--- config.mk ---
export PLATFORM = sky130hd
export DESIGN_NAME = sobel_pipe_flat
export DESIGN_NICKNAME = d
export VERILOG_FILES = /design/src/rtl/sobel_pipe_if.sv /design/src/rtl/sobel_pipe.sv /design/src/flat_wrapper.sv
export SDC_FILE = /design/constraint.sdc
export NUM_CORES = 1
export LEC_CHECK = 0
export BUFFER_PORTS_ARGS = -buffer_cell sky130_fd_sc_hd__buf_2
export CORE_ASPECT_RATIO = 0.9
export CORE_MARGIN = 4
export CORE_UTILIZATION = 50
export CTS_BUF_LIST = sky130_fd_sc_hd__clkbuf_4 sky130_fd_sc_hd__clkbuf_8 sky130_fd_sc_hd__clkbuf_16
export DETAILED_ROUTE_END_ITERATION = 10
export MAX_ROUTING_LAYER = met4
export PLACE_DENSITY = 0.78
export SETUP_SLACK_MARGIN = 0.02
export SLEW_MARGIN = 40
export SYNTH_ARGS = -nofsm -noshare
export SYNTH_HDL_FRONTEND = slang
export SYNTH_SLANG_ARGS = --single-unit
--- constraint.sdc ---
create_clock -name clk -period 15.3 [get_ports clk]
set_clock_uncertainty 0.15 [all_clocks]
set_input_delay 0.765 -clock clk [delete_from_list [all_inputs] [get_ports clk]]
set_output_delay 0.765 -clock clk [all_outputs]
set_load 0.005 [all_outputs]
--- src/rtl/sobel_pipe_if.sv ---
// sobel_pipe_if -- stream bundle for the sobel_pipe edge detector.
//
// Groups every data, sideband and handshake signal of the block.
//   input side : win_i, valid_i, ready_o, mode_i, thresh_i, bin_en_i, user_i
//   output side: pix_o, user_o, valid_o, ready_i (+ dir_o)
// Modports:
//   master - the environment: drives the input side and ready_i
//   slave  - the sobel_pipe block itself
// Macro SOBEL_DIR_EN adds the dir_o gradient-direction signal.

interface sobel_pipe_if #(
    parameter int PIX_W = 8
);
    logic [9*PIX_W-1:0] win_i;
    logic               valid_i;
    logic               ready_o;
    logic [1:0]         mode_i;
    logic [PIX_W+2:0]   thresh_i;
    logic               bin_en_i;
    logic [1:0]         user_i;
    logic [PIX_W-1:0]   pix_o;
    logic [1:0]         user_o;
    logic               valid_o;
    logic               ready_i;
`ifdef SOBEL_DIR_EN
    logic [1:0]         dir_o;

    modport master (
        output win_i, valid_i, mode_i, thresh_i, bin_en_i, user_i, ready_i,
        input  ready_o, pix_o, user_o, valid_o, dir_o
    );

    modport slave (
        input  win_i, valid_i, mode_i, thresh_i, bin_en_i, user_i, ready_i,
        output ready_o, pix_o, user_o, valid_o, dir_o
    );
`else
    modport master (
        output win_i, valid_i, mode_i, thresh_i, bin_en_i, user_i, ready_i,
        input  ready_o, pix_o, user_o, valid_o
    );

    modport slave (
        input  win_i, valid_i, mode_i, thresh_i, bin_en_i, user_i, ready_i,
        output ready_o, pix_o, user_o, valid_o
    );
`endif
endinterface

--- src/rtl/sobel_pipe.sv ---
// sobel_pipe -- 4-stage Sobel edge-magnitude pipeline with valid/ready flow.
//
// Ports:
//   clk  - rising-edge clock
//   rst  - synchronous, active-high reset
//   bus  - sobel_pipe_if.slave: 3x3 window (d0 at LSBs, row-major), per-pixel
//          mode/threshold/binarise/sideband, edge pixel out, handshakes.
// Stages:
//   1 - positive/negative half-sums of the horizontal and vertical kernels
//   2 - absolute gradients (and their signs when direction is enabled)
//   3 - magnitude per captured mode
//   4 - threshold / binarise / saturate into the output register
// Macro SOBEL_DIR_EN adds dir_o (coarse gradient direction, aligned to pix_o).
//
// One enable moves the whole pipe: it advances whenever the output register is
// empty or being drained, so a stall freezes every stage including bubbles.

module sobel_pipe #(
    parameter int PIX_W = 8
) (
    input  logic        clk,
    input  logic        rst,
    sobel_pipe_if.slave bus
);
    localparam int SW = PIX_W + 2;
    localparam int MW = PIX_W + 3;

    logic en;

    logic [SW-1:0] d [9];
    logic [SW-1:0] gx_p_c, gx_n_c, gy_p_c, gy_n_c;

    logic          v1;
    logic [SW-1:0] gx_p1, gx_n1, gy_p1, gy_n1;
    logic [1:0]    mode1;
    logic [MW-1:0] thresh1;
    logic          bin1;
    logic [1:0]    user1;

    logic          v2;
    logic [SW-1:0] ax2, ay2;
    logic [1:0]    mode2;
    logic [MW-1:0] thresh2;
    logic          bin2;
    logic [1:0]    user2;

    logic          v3;
    logic [MW-1:0] mag_c;
    logic [MW-1:0] mag3;
    logic [MW-1:0] thresh3;
    logic          bin3;
    logic [1:0]    user3;

    logic             valid_r;
    logic [PIX_W-1:0] pix_c;
    logic [PIX_W-1:0] pix_r;
    logic [1:0]       user_r;

`ifdef SOBEL_DIR_EN
    logic       sx2, sy2;
    logic [1:0] dir_c;
    logic [1:0] dir3;
    logic [1:0] dir_r;
`endif

    assign en          = ~valid_r | bus.ready_i;
    assign bus.ready_o = en & ~rst;

    always_comb begin
        for (int i = 0; i < 9; i++) begin
            d[i] = SW'(bus.win_i[i*PIX_W +: PIX_W]);
        end
    end

    // Widened to PIX_W+2 so 4*(2^PIX_W-1) cannot overflow.
    assign gx_p_c = d[6] + (d[3] << 1) + d[0];
    assign gx_n_c = d[8] + (d[5] << 1) + d[2];
    assign gy_p_c = d[0] + (d[1] << 1) + d[2];
    assign gy_n_c = d[6] + (d[7] << 1) + d[8];

    always_comb begin
        mag_c = '0;
        case (mode2)
            2'b00:   mag_c = MW'(ax2) + MW'(ay2);
            2'b01:   mag_c = (ax2 >= ay2) ? MW'(ax2) : MW'(ay2);
            2'b10:   mag_c = MW'(ax2);
            default: mag_c = MW'(ay2);
        endcase
    end

    always_comb begin
        pix_c = '0;
        if (mag3 >= thresh3) begin
            pix_c = '1;
        end else if (bin3) begin
            pix_c = '0;
        end else if (|mag3[MW-1:PIX_W]) begin
            pix_c = '1;
        end else begin
            pix_c = mag3[PIX_W-1:0];
        end
    end

`ifdef SOBEL_DIR_EN
    // Shift-by-one on the right side gives the "twice the other" compare
    // without a multiplier; one extra bit keeps both sides exact.
    always_comb begin
        dir_c = 2'b11;
        if ({1'b0, ax2} >= {ay2, 1'b0}) begin
            dir_c = 2'b00;
        end else if ({1'b0, ay2} >= {ax2, 1'b0}) begin
            dir_c = 2'b01;
        end else if (sx2 == sy2) begin
            dir_c = 2'b10;
        end else begin
            dir_c = 2'b11;
        end
    end
`endif

    always_ff @(posedge clk) begin
        if (rst) begin
            v1      <= 1'b0;
            v2      <= 1'b0;
            v3      <= 1'b0;
            valid_r <= 1'b0;
            pix_r   <= '0;
            user_r  <= '0;
`ifdef SOBEL_DIR_EN
            dir_r   <= '0;
`endif
        end else if (en) begin
            v1      <= bus.valid_i;
            gx_p1   <= gx_p_c;
            gx_n1   <= gx_n_c;
            gy_p1   <= gy_p_c;
            gy_n1   <= gy_n_c;
            mode1   <= bus.mode_i;
            thresh1 <= bus.thresh_i;
            bin1    <= bus.bin_en_i;
            user1   <= bus.user_i;

            v2      <= v1;
            ax2     <= (gx_p1 >= gx_n1) ? gx_p1 - gx_n1 : gx_n1 - gx_p1;
            ay2     <= (gy_p1 >= gy_n1) ? gy_p1 - gy_n1 : gy_n1 - gy_p1;
            mode2   <= mode1;
            thresh2 <= thresh1;
            bin2    <= bin1;
            user2   <= user1;
`ifdef SOBEL_DIR_EN
            sx2     <= (gx_p1 < gx_n1);
            sy2     <= (gy_p1 < gy_n1);
`endif

            v3      <= v2;
            mag3    <= mag_c;
            thresh3 <= thresh2;
            bin3    <= bin2;
            user3   <= user2;
`ifdef SOBEL_DIR_EN
            dir3    <= dir_c;
`endif

            valid_r <= v3;
            pix_r   <= pix_c;
            user_r  <= user3;
`ifdef SOBEL_DIR_EN
            dir_r   <= dir3;
`endif
        end
    end

    assign bus.valid_o = valid_r;
    assign bus.pix_o   = pix_r;
    assign bus.user_o  = user_r;
`ifdef SOBEL_DIR_EN
    assign bus.dir_o   = dir_r;
`endif

endmodule

--- src/flat_wrapper.sv ---
// flat-port wrapper written by rule: the top's interface ports become plain ports
module sobel_pipe_flat 
#(
    parameter int PIX_W = 8
)
  (clk, rst, bus_win_i, bus_valid_i, bus_mode_i, bus_thresh_i, bus_bin_en_i, bus_user_i, bus_ready_i, bus_ready_o, bus_pix_o, bus_user_o, bus_valid_o);
  sobel_pipe_if #(.PIX_W(PIX_W)) bus_i ();
  input  logic clk;
  input  logic rst;
  input wire logic [$bits(bus_i.win_i)-1:0] bus_win_i;
  input wire logic [$bits(bus_i.valid_i)-1:0] bus_valid_i;
  input wire logic [$bits(bus_i.mode_i)-1:0] bus_mode_i;
  input wire logic [$bits(bus_i.thresh_i)-1:0] bus_thresh_i;
  input wire logic [$bits(bus_i.bin_en_i)-1:0] bus_bin_en_i;
  input wire logic [$bits(bus_i.user_i)-1:0] bus_user_i;
  input wire logic [$bits(bus_i.ready_i)-1:0] bus_ready_i;
  output wire logic [$bits(bus_i.ready_o)-1:0] bus_ready_o;
  output wire logic [$bits(bus_i.pix_o)-1:0] bus_pix_o;
  output wire logic [$bits(bus_i.user_o)-1:0] bus_user_o;
  output wire logic [$bits(bus_i.valid_o)-1:0] bus_valid_o;
  assign bus_i.win_i = bus_win_i;
  assign bus_i.valid_i = bus_valid_i;
  assign bus_i.mode_i = bus_mode_i;
  assign bus_i.thresh_i = bus_thresh_i;
  assign bus_i.bin_en_i = bus_bin_en_i;
  assign bus_i.user_i = bus_user_i;
  assign bus_i.ready_i = bus_ready_i;
  assign bus_ready_o = bus_i.ready_o;
  assign bus_pix_o = bus_i.pix_o;
  assign bus_user_o = bus_i.user_o;
  assign bus_valid_o = bus_i.valid_o;
  sobel_pipe #(.PIX_W(PIX_W)) u_core (.clk(clk), .rst(rst), .bus(bus_i));
endmodule
# Word-level counts from Yosys, hierarchy flattened
# Cells that the tools add are included.
dict set report totals {
  reg_bits 131
  input_bits 92
  out_inout_bits 12
  elab_cells 57
}
dict set report classes {
  add_sub_neg 13
  magnitude_cmp 4
  n_eq_ne 2
  mux 7
  bitwise 4
  reduce_logical 3
}
# cell n
set ops {}
lappend ops {{adder 10 x 8 -> 10 bit} 4}
lappend ops {{adder 8 x 9 -> 10 bit} 4}
lappend ops {{subtractor 10 bit} 4}
lappend ops {{case mux 11 bit (3 select lines)} 1}
lappend ops {{>= comparator 10 bit} 3}
lappend ops {{2-to-1 mux 10 bit} 3}
lappend ops {{2-to-1 mux 8 bit} 3}
lappend ops {{adder 10 x 10 -> 11 bit} 1}
lappend ops {{>= comparator 11 bit} 1}
lappend ops {{OR reduction 3 bit} 1}
lappend ops {{== test 2 x 1 -> 1 bit, second input constant} 1}
lappend ops {{== test 2 bit, second input constant} 1}
lappend ops {{zero test 2 bit} 1}
lappend ops {{inverter 1 bit} 2}
lappend ops {{AND reduction 2 bit} 1}
lappend ops {{bitwise AND 1 bit} 1}
lappend ops {{bitwise OR 1 bit} 1}

# Logic depth before layout (Yosys ltp)
# Gate-level depths: netlist (run 1).
dict set report depth {
  word_depth 4
  depth_mapped 11
  ltp_nobuf 11
}

# Worst setup path before layout (run 1)
# No wires, ideal clock.
dict set report synth_path {
  path_type {input to output}
  from {input port rst}
  to {output port bus_ready_o}
  arrival_ps 5910
  t_required_ps 14385
  setup_slack_ps 8475
  stages 2
  cell_sequence {clkbuf_1 nor2_1}
}
dict set report synth_via {
  elab_chain_cells 2
}
# item line_no
set synth_rtl {}
lappend synth_rtl {{start, declared} flat_wrapper.sv:9} ;# input logic rst;
lappend synth_rtl {{inverter 1 bit} sobel_pipe.sv:67} ;# assign bus.ready_o = en & ~rst;
lappend synth_rtl {{bitwise AND 1 bit} sobel_pipe.sv:67}
lappend synth_rtl {{end, declared} flat_wrapper.sv:17} ;# output wire logic [$bits(bus_i.ready_o)-1:0] bus_ready_o;
# No other way between the ends.

# Worst setup path after layout (run 1)
dict set report layout_path {
  from {register u_core.gx_n1[0]}
  to {register u_core.ax2[5] (data pin)}
}
dict set report layout_via {
  elab_chain_cells 2
}
# item line_no
set layout_rtl {}
lappend layout_rtl {{start, declared} sobel_pipe.sv:34} ;# logic [SW-1:0] gx_p1, gx_n1, gy_p1, gy_n1;
lappend layout_rtl {{start signal, assigned} sobel_pipe.sv:135} ;# gx_n1 <= gx_n_c;
lappend layout_rtl {{subtractor 10 bit or >= comparator 10 bit (tied branches)} sobel_pipe.sv:144} ;# ax2 <= (gx_p1 >= gx_n1) ? gx_p1 - gx_n1 : gx_n1 - gx_p1;
lappend layout_rtl {{2-to-1 mux 10 bit (*)} sobel_pipe.sv:144}
lappend layout_rtl {{end signal, assigned} sobel_pipe.sv:144}
lappend layout_rtl {{end, declared} sobel_pipe.sv:41} ;# logic [SW-1:0] ax2, ay2;
# Mark *: on every way between the ends. The rest lies on a longest branch, timed or not.
# A chain may end at the register's enable or synchronous reset.

==> results of run 1 <==
[registers in the layout (all words and copies together), names as in the netlist, 11 cells and up]
register and cells:
u_core.thresh1 11, u_core.thresh2 11, u_core.thresh3 11, u_core.mag3 11
[power by group]
group          internal (mW)  switching (mW)
Combinational          0.303           0.394
Clock                  0.244           0.156
Sequential             0.500          0.0595
[synthesized netlist by cell type (14+ instances only)]
cell      count
ha_1        105
inv_1        92
dfxtp_1      14
o21ai_0      39
edfxtp_1    117
mux2i_1      14
xnor2_1      18
nor2_1       56
xor2_1       22
a21o_1       15
a21oi_1      55
fa_1         37
nand2b_1     19
nand2_1      45
nor2b_1      20
[worst paths after layout]
path,startpoint,end,slack (ns),cells past startpoint
worst min-delay path,u_core.thresh2[3],u_core.thresh3[3],0.26,0
worst max-delay path,u_core.gx_n1[0],u_core.ax2[5],12.31,9
worst max register to register,u_core.gx_n1[0],u_core.ax2[5],12.31,9
worst min register to register,u_core.thresh2[3],u_core.thresh3[3],0.26,0
[critical path: stages, from the launching register on]
cell and delay, ns:
edfxtp_1 0.39, ha_1 0.26, fa_1 0.40, nor2b_1 0.14
o21ai_1 0.09, a21boi_1 0.24, o21a_1 0.21, a31o_1 0.45
mux2i_1 0.30, xor2_1 0.10
[area by class of cell]
type | instances | area (um2) | area share (%)
timing repair buffer | 98 | 505 | 4.99
tap | 235 | 294 | 2.90
clock inverter | 14 | 153 | 1.51
inverter | 92 | 345 | 3.41
sequential | 131 | 3790 | 37.5
multi-input combinational | 558 | 4600 | 45.5
clock buffer | 18 | 433 | 4.27
[cell usage in the layout (no fill, tap or decap), drive strengths merged, types with 4 or more instances in the layout]
master and n:
edfxtp 117, ha 105, buf 98, inv 97
a21oi 56, nor2 56, nand2 45, o21ai 40
fa 37, xor2 22, nor2b 20, nand2b 19
xnor2 18, clkbuf 18, a21o 15, mux2i 14
dfxtp 14, o21a 11, a211oi 11, a32oi 9
nor3 8, o21bai 8, a31oi 7, or3 6
a21boi 5, clkinv 5, nand3 4, o211ai 4
[per-layer routing]
layer  routed length (um)  part of all wire, %  vias up
met5                    0                    0        -
met4                  411                  2.4        0
met3                  821                  4.7       33
met2                 8420                   48      175
met1                 7710                   44     2808
li1                     -                    -     3035
[cell families (layout without fill, tap and decap cells)]
kind of cell,after synthesis,in the layout,share of synthesized area (%)
compound gates,192,192,14.0
xor+xnor,40,40,3.97
fa+ha+maj,142,142,23.3
buf+inv,108,222,4.83
flops,131,131,43.0
mux,17,17,1.97
simple gates,167,167,8.87
[metrics by stage]
step	cell area (um2)	setup WS, ns	std cells	util [%]
6_report	10100	12.31	1146	59.4
3_3_place_gp	9530	12.00	1113	55.8
3_5_place_dp	9540	11.96	1114	55.9
5_1_grt	10100	12.16	1146	59.4
2_1_floorplan	8810	8.47	797	-
4_1_cts	10100	12.33	1146	59.3
==> flow_summary.toml, run 1 <==
[finish]
drive_gt1_share_pct = 14.8
fill_cells = 1372
num-nets-final = 1132
area_growth_pct = 14.9
antennaDiodeCount = 0

[detailed_routing]
wl_mm = 17.4
drt_iter0_drc = 339
dr.pass1.iters = 7
vias = 6051
ant_nets = 0
remaining_drc_errors = 0
routedWlPerCell_um = 15.1
vias_per_cell = 5.28

[timing]
relSlewSlack_pct = 57.2
period_needed_ns = 2.99
grt_setup_unrepaired = "false"
finalHoldViolations = 0
fmax_ghz = 0.335
setup_violations = 0
setup_tns_ns = 0
fin_crit_sh_pct = 19.5
tightest_slew_ns = 0.641
whs_ns = 0.264
slew_viol_final = 0

[placed_design]
io_buffers = 95
place_congestion = 0.899
hpwl_mm = 13.5

[floorplanning]
start_util_pct = 51.7
die_area_mm2 = 0.0198
ios = 104
die_height_um = 134
fp-row-count = 45
core_area_mm2 = 0.0171
die_x_um = 148

[yosys]
synth_top_area_share_pct = 39.9
ys_top_cells_by_area = "edfxtp_1 (40%), ha_1 (15%), fa_1 (8.4%)"
synth_cell_types = 56
yosys.area.top_type = "edfxtp_1"
ys_seq_area_share_pct = 43.0
ys_ff_latch = 131
synth-edff-count = 117
synthArstFlopShare_pct = 0
syn-num-nets = 1031
synth_area_mm2 = 0.00881
synthFlopType = "edfxtp_1"
ys_warn_count = 0
synth_cells = 797
syn_area_per_cell_um2 = 11.1

[cts]
clk_pin_slew_ns = 0.06
cts_setup_buffers = 0
clk_latency_ns = 0.42
clock-sinks = 131
cts_buffers = 17
hold_buffers = 0
h-tree-depth = 4
clockBufferDepth = 2
cts_tree = "built"
cts_root_buffer = "clkbuf_16"
ctsResizeCount = 0

[pwr]
p_leak_nw = 4.48
ir_drop_uv = 77.5
p_per_area_mw_per_mm2 = 164
finalPower_mw = 1.66

[hold_path]
hold_class = "reg -> reg"

[grt]
grt_antenna_before_repair = 1
grt_pass1_vias = 6215
met3_usage_pct = 3.85
grt_most_used_layer = "met2"
grt_max_degree = 68
grt_pass1_wl_mm = 29.0
grtUsageTotal_pct = 18.7
grt_use_met1_pct = 23.1
overflow = 0
grt.met2_usage_pct = 30.7

[outcome]
status = "finished clean"

[worst_setup_path]
crit_fanout = 8
cp_data_required_time_ns = 15.30
endpoint_kind = "flip-flop"
critical_path_class = "reg -> reg"
cp.arrival_ns = 2.99
cp-start-kind = "flip-flop"

[flow_run]
maxCapViolations = 0
Power figures use the tool's default switching activity.
==> run 2: changes to the inputs <==
--- a/config.mk
+++ b/config.mk
@@ -5,6 +5,7 @@
 export SDC_FILE = /design/constraint.sdc
 export NUM_CORES = 1
 export LEC_CHECK = 0
+export ABC_AREA = 1
 export BUFFER_PORTS_ARGS = -buffer_cell sky130_fd_sc_hd__buf_2
 export CORE_ASPECT_RATIO = 0.9
 export CORE_MARGIN = 4
==> constraint.sdc (replaced) <==
create_clock -name clk -period 3 [get_ports clk]
set_clock_uncertainty 0.15 [all_clocks]
set_input_delay 0.15 -clock clk [delete_from_list [all_inputs] [get_ports clk]]
set_output_delay 0.15 -clock clk [all_outputs]
set_load 0.005 [all_outputs]
==> run 2 against run 1 <==
Largest power group unchanged. Utilization up 0.35 points. Register-to-register slack lost 12 ns. Clock power increased to 5.2 times the previous value. Combinational power increased to 6.0 times the previous value. Hold slack worse by 0.25 ns.
==> flow_summary.toml, run 2 <==
[worst_setup_path]
cp.arrival_ns = 2.50
critical_path_class = "reg -> reg"
cp_data_required_time_ns = 3.01
cp-start-kind = "flip-flop"
endpoint_kind = "flip-flop"
cpPeakStageDelay_ns = 0.47
path_cells = "ha_1, nand2_1, nand2_1, a21oi_1, buf_4, nand4_1, nand3_1, nand4_1"
crit_fanout = 7
slowest_stage = "edfxtp_1"

[timing]
setup_tns_ns = 0
period_needed_ns = 2.49
fmax_ghz = 0.401
grt_setup_unrepaired = "false"
fin_crit_sh_pct = 83.1
setup_violations = 0
tightest_slew_ns = 0.756
relSlewSlack_pct = 49.4
slew_viol_final = 0
finalHoldViolations = 0

[finish]
utilization_pct = 59.7
area_growth_pct = 16.5
antennaDiodeCount = 0
fill_cells = 1506
layout_common_cells = "nand2_1 (201), inv_1 (152), edfxtp_1 (117), ha_1 (105), buf_2 (95)"
drive_gt1_share_pct = 13.7
final_cell_area_mm2 = 0.0111
layout_commonest_cell = "nand2_1"
num-nets-final = 1382

[floorplanning]
die_height_um = 139
ios = 104
die_area_mm2 = 0.0213
core_area_mm2 = 0.0185
fp-row-count = 47
start_util_pct = 51.2
die_x_um = 153

[cts]
cts_tree = "built"
h-tree-depth = 4
clockBufferDepth = 2
cts_setup_buffers = 0
clk_pin_slew_ns = 0.06
hold_buffers = 25
clock-sinks = 131
clk_latency_ns = 0.44
ctsResizeCount = 0
cts_buffers = 17
cts_root_buffer = "clkbuf_16"

[placed_design]
io_buffers = 95
hpwl_mm = 15.9
place_congestion = 0.963
postPlaceCellArea_mm2 = 0.0102

[detailed_routing]
routedWlPerCell_um = 15.2
remaining_drc_errors = 0
drt_iter0_drc = 536
vias = 7439
ant_nets = 0
vias_per_cell = 5.29
wl_mm = 21.4
dr.pass1.iters = 6

[yosys]
synth_cells = 1021
ys_ff_latch = 131
ys_warn_count = 0
yosys.area.top_type = "edfxtp_1"
synthMostInstantiatedCell = "nand2_1"
ys_top_cells_by_area = "edfxtp_1 (37%), ha_1 (14%), nand2_1 (7.9%)"
synthFlopType = "edfxtp_1"
synthArstFlopShare_pct = 0
syn-num-nets = 1255
syn_area_per_cell_um2 = 9.30
synth_cell_types = 41
ys_seq_area_share_pct = 40.0
synth_top_area_share_pct = 37.0
synth-edff-count = 117
synth_area_mm2 = 0.00949
synth_commonest_cells = "nand2_1 (201), inv_1 (152), edfxtp_1 (117)"

[hold_path]
hold_class = "in -> reg"

[pwr]
ir_drop_uv = 377
finalPower_mw = 9.10
p_per_area_mw_per_mm2 = 823
p_leak_nw = 5.23

[grt]
grtUsageTotal_pct = 20.9
grt_antenna_before_repair = 0
grt_pass1_vias = 7236
overflow = 0
grt_max_degree = 48
grt_pass1_wl_mm = 35.0

[flow_run]
maxCapViolations = 0

[outcome]
status = "finished clean"
## run 2: cell count changes after synthesis, moves of 13 or more
| cell | previous run | this run |
|---|---|---|
| nand2b_1 | 19 | 0 |
| inv_1 | 92 | 152 |
| nand4_1 | 2 | 29 |
| nand2_1 | 45 | 201 |
| mux2i_1 | 14 | 0 |
| nand3_1 | 4 | 45 |
| nor2b_1 | 20 | 0 |
| a21oi_1 | 55 | 68 |
| xor2_1 | 22 | 40 |
## run 2: area by class of cell
type / count / area, um2 / area share [%]
sequential: 131 / 3790 / 34.3
clock buffer: 17 / 425 / 3.85
multi-input combinational: 716 / 5000 / 45.2
timing repair buffer: 127 / 791 / 7.15
clock inverter: 15 / 160 / 1.45
tap: 245 / 307 / 2.77
inverter: 155 / 587 / 5.30
## run 2: path summary, 6_finish.rpt
path / cells after the start / slack [ns] / end / from
worst max-delay path: 8 / 0.51 / u_core.mag3[7] / u_core.ax2[7]
worst min-delay path: 4 / 0.02 / u_core.gx_p1[9] / bus_win_i[31]
worst max register to register: 8 / 0.51 / u_core.mag3[7] / u_core.ax2[7]
worst min register to register: 0 / 0.26 / u_core.thresh2[0] / u_core.thresh1[0]
## run 2: metrics by stage
| stage | std cells | hold slack [ns] | worst slack (ns) |
|---|---|---|---|
| after floorplan | 1021 | 0.0724 | 0.225 |
| after detailed placement | 1349 | 0.178 | 0.263 |
| after global routing | 1406 | 0.0474 | 0.354 |
| after global placement | 1349 | 0.178 | 0.369 |
| after CTS | 1406 | 0.0119 | 0.567 |
| final | 1406 | 0.0163 | 0.506 |
## run 2: worst max-delay path, delay by kind of cell, from the launching register on
kind,cells,cell delay [ns]
AOI/OAI and AO/OA,1,0.44
DFF,1,0.47
buffers and inverters,1,0.26
and+or+nand+nor,5,0.49
adders and majority gates,1,0.41
## run 2: metal layers
| metal | vias up | track usage, % | wire length [um] |
|---|---|---|---|
| met5 | - | - | 0 |
| li1 | 3656 | - | - |
| met1 | 3444 | 25.0 | 8950 |
| met2 | 292 | 35.7 | 10800 |
| met4 | 0 | 7.22 | 477 |
| met3 | 47 | 3.53 | 1200 |
## run 2: cell families after synthesis
kind of cell    synth area share [%]
xor+xnor                        4.80
flops                           40.0
buf+inv                         7.45
simple gates                    16.8
fa+ha+maj                       21.6
compound gates                  9.39
## run 2: where the power goes
group / leakage, nW / internal (mW) / switching, mW
sequential: 1.26 / 2.52 / 0.279
clock: 0.289 / 1.18 / 0.906
combinational: 3.68 / 1.59 / 2.63
total: 5.23 / 5.29 / 3.81
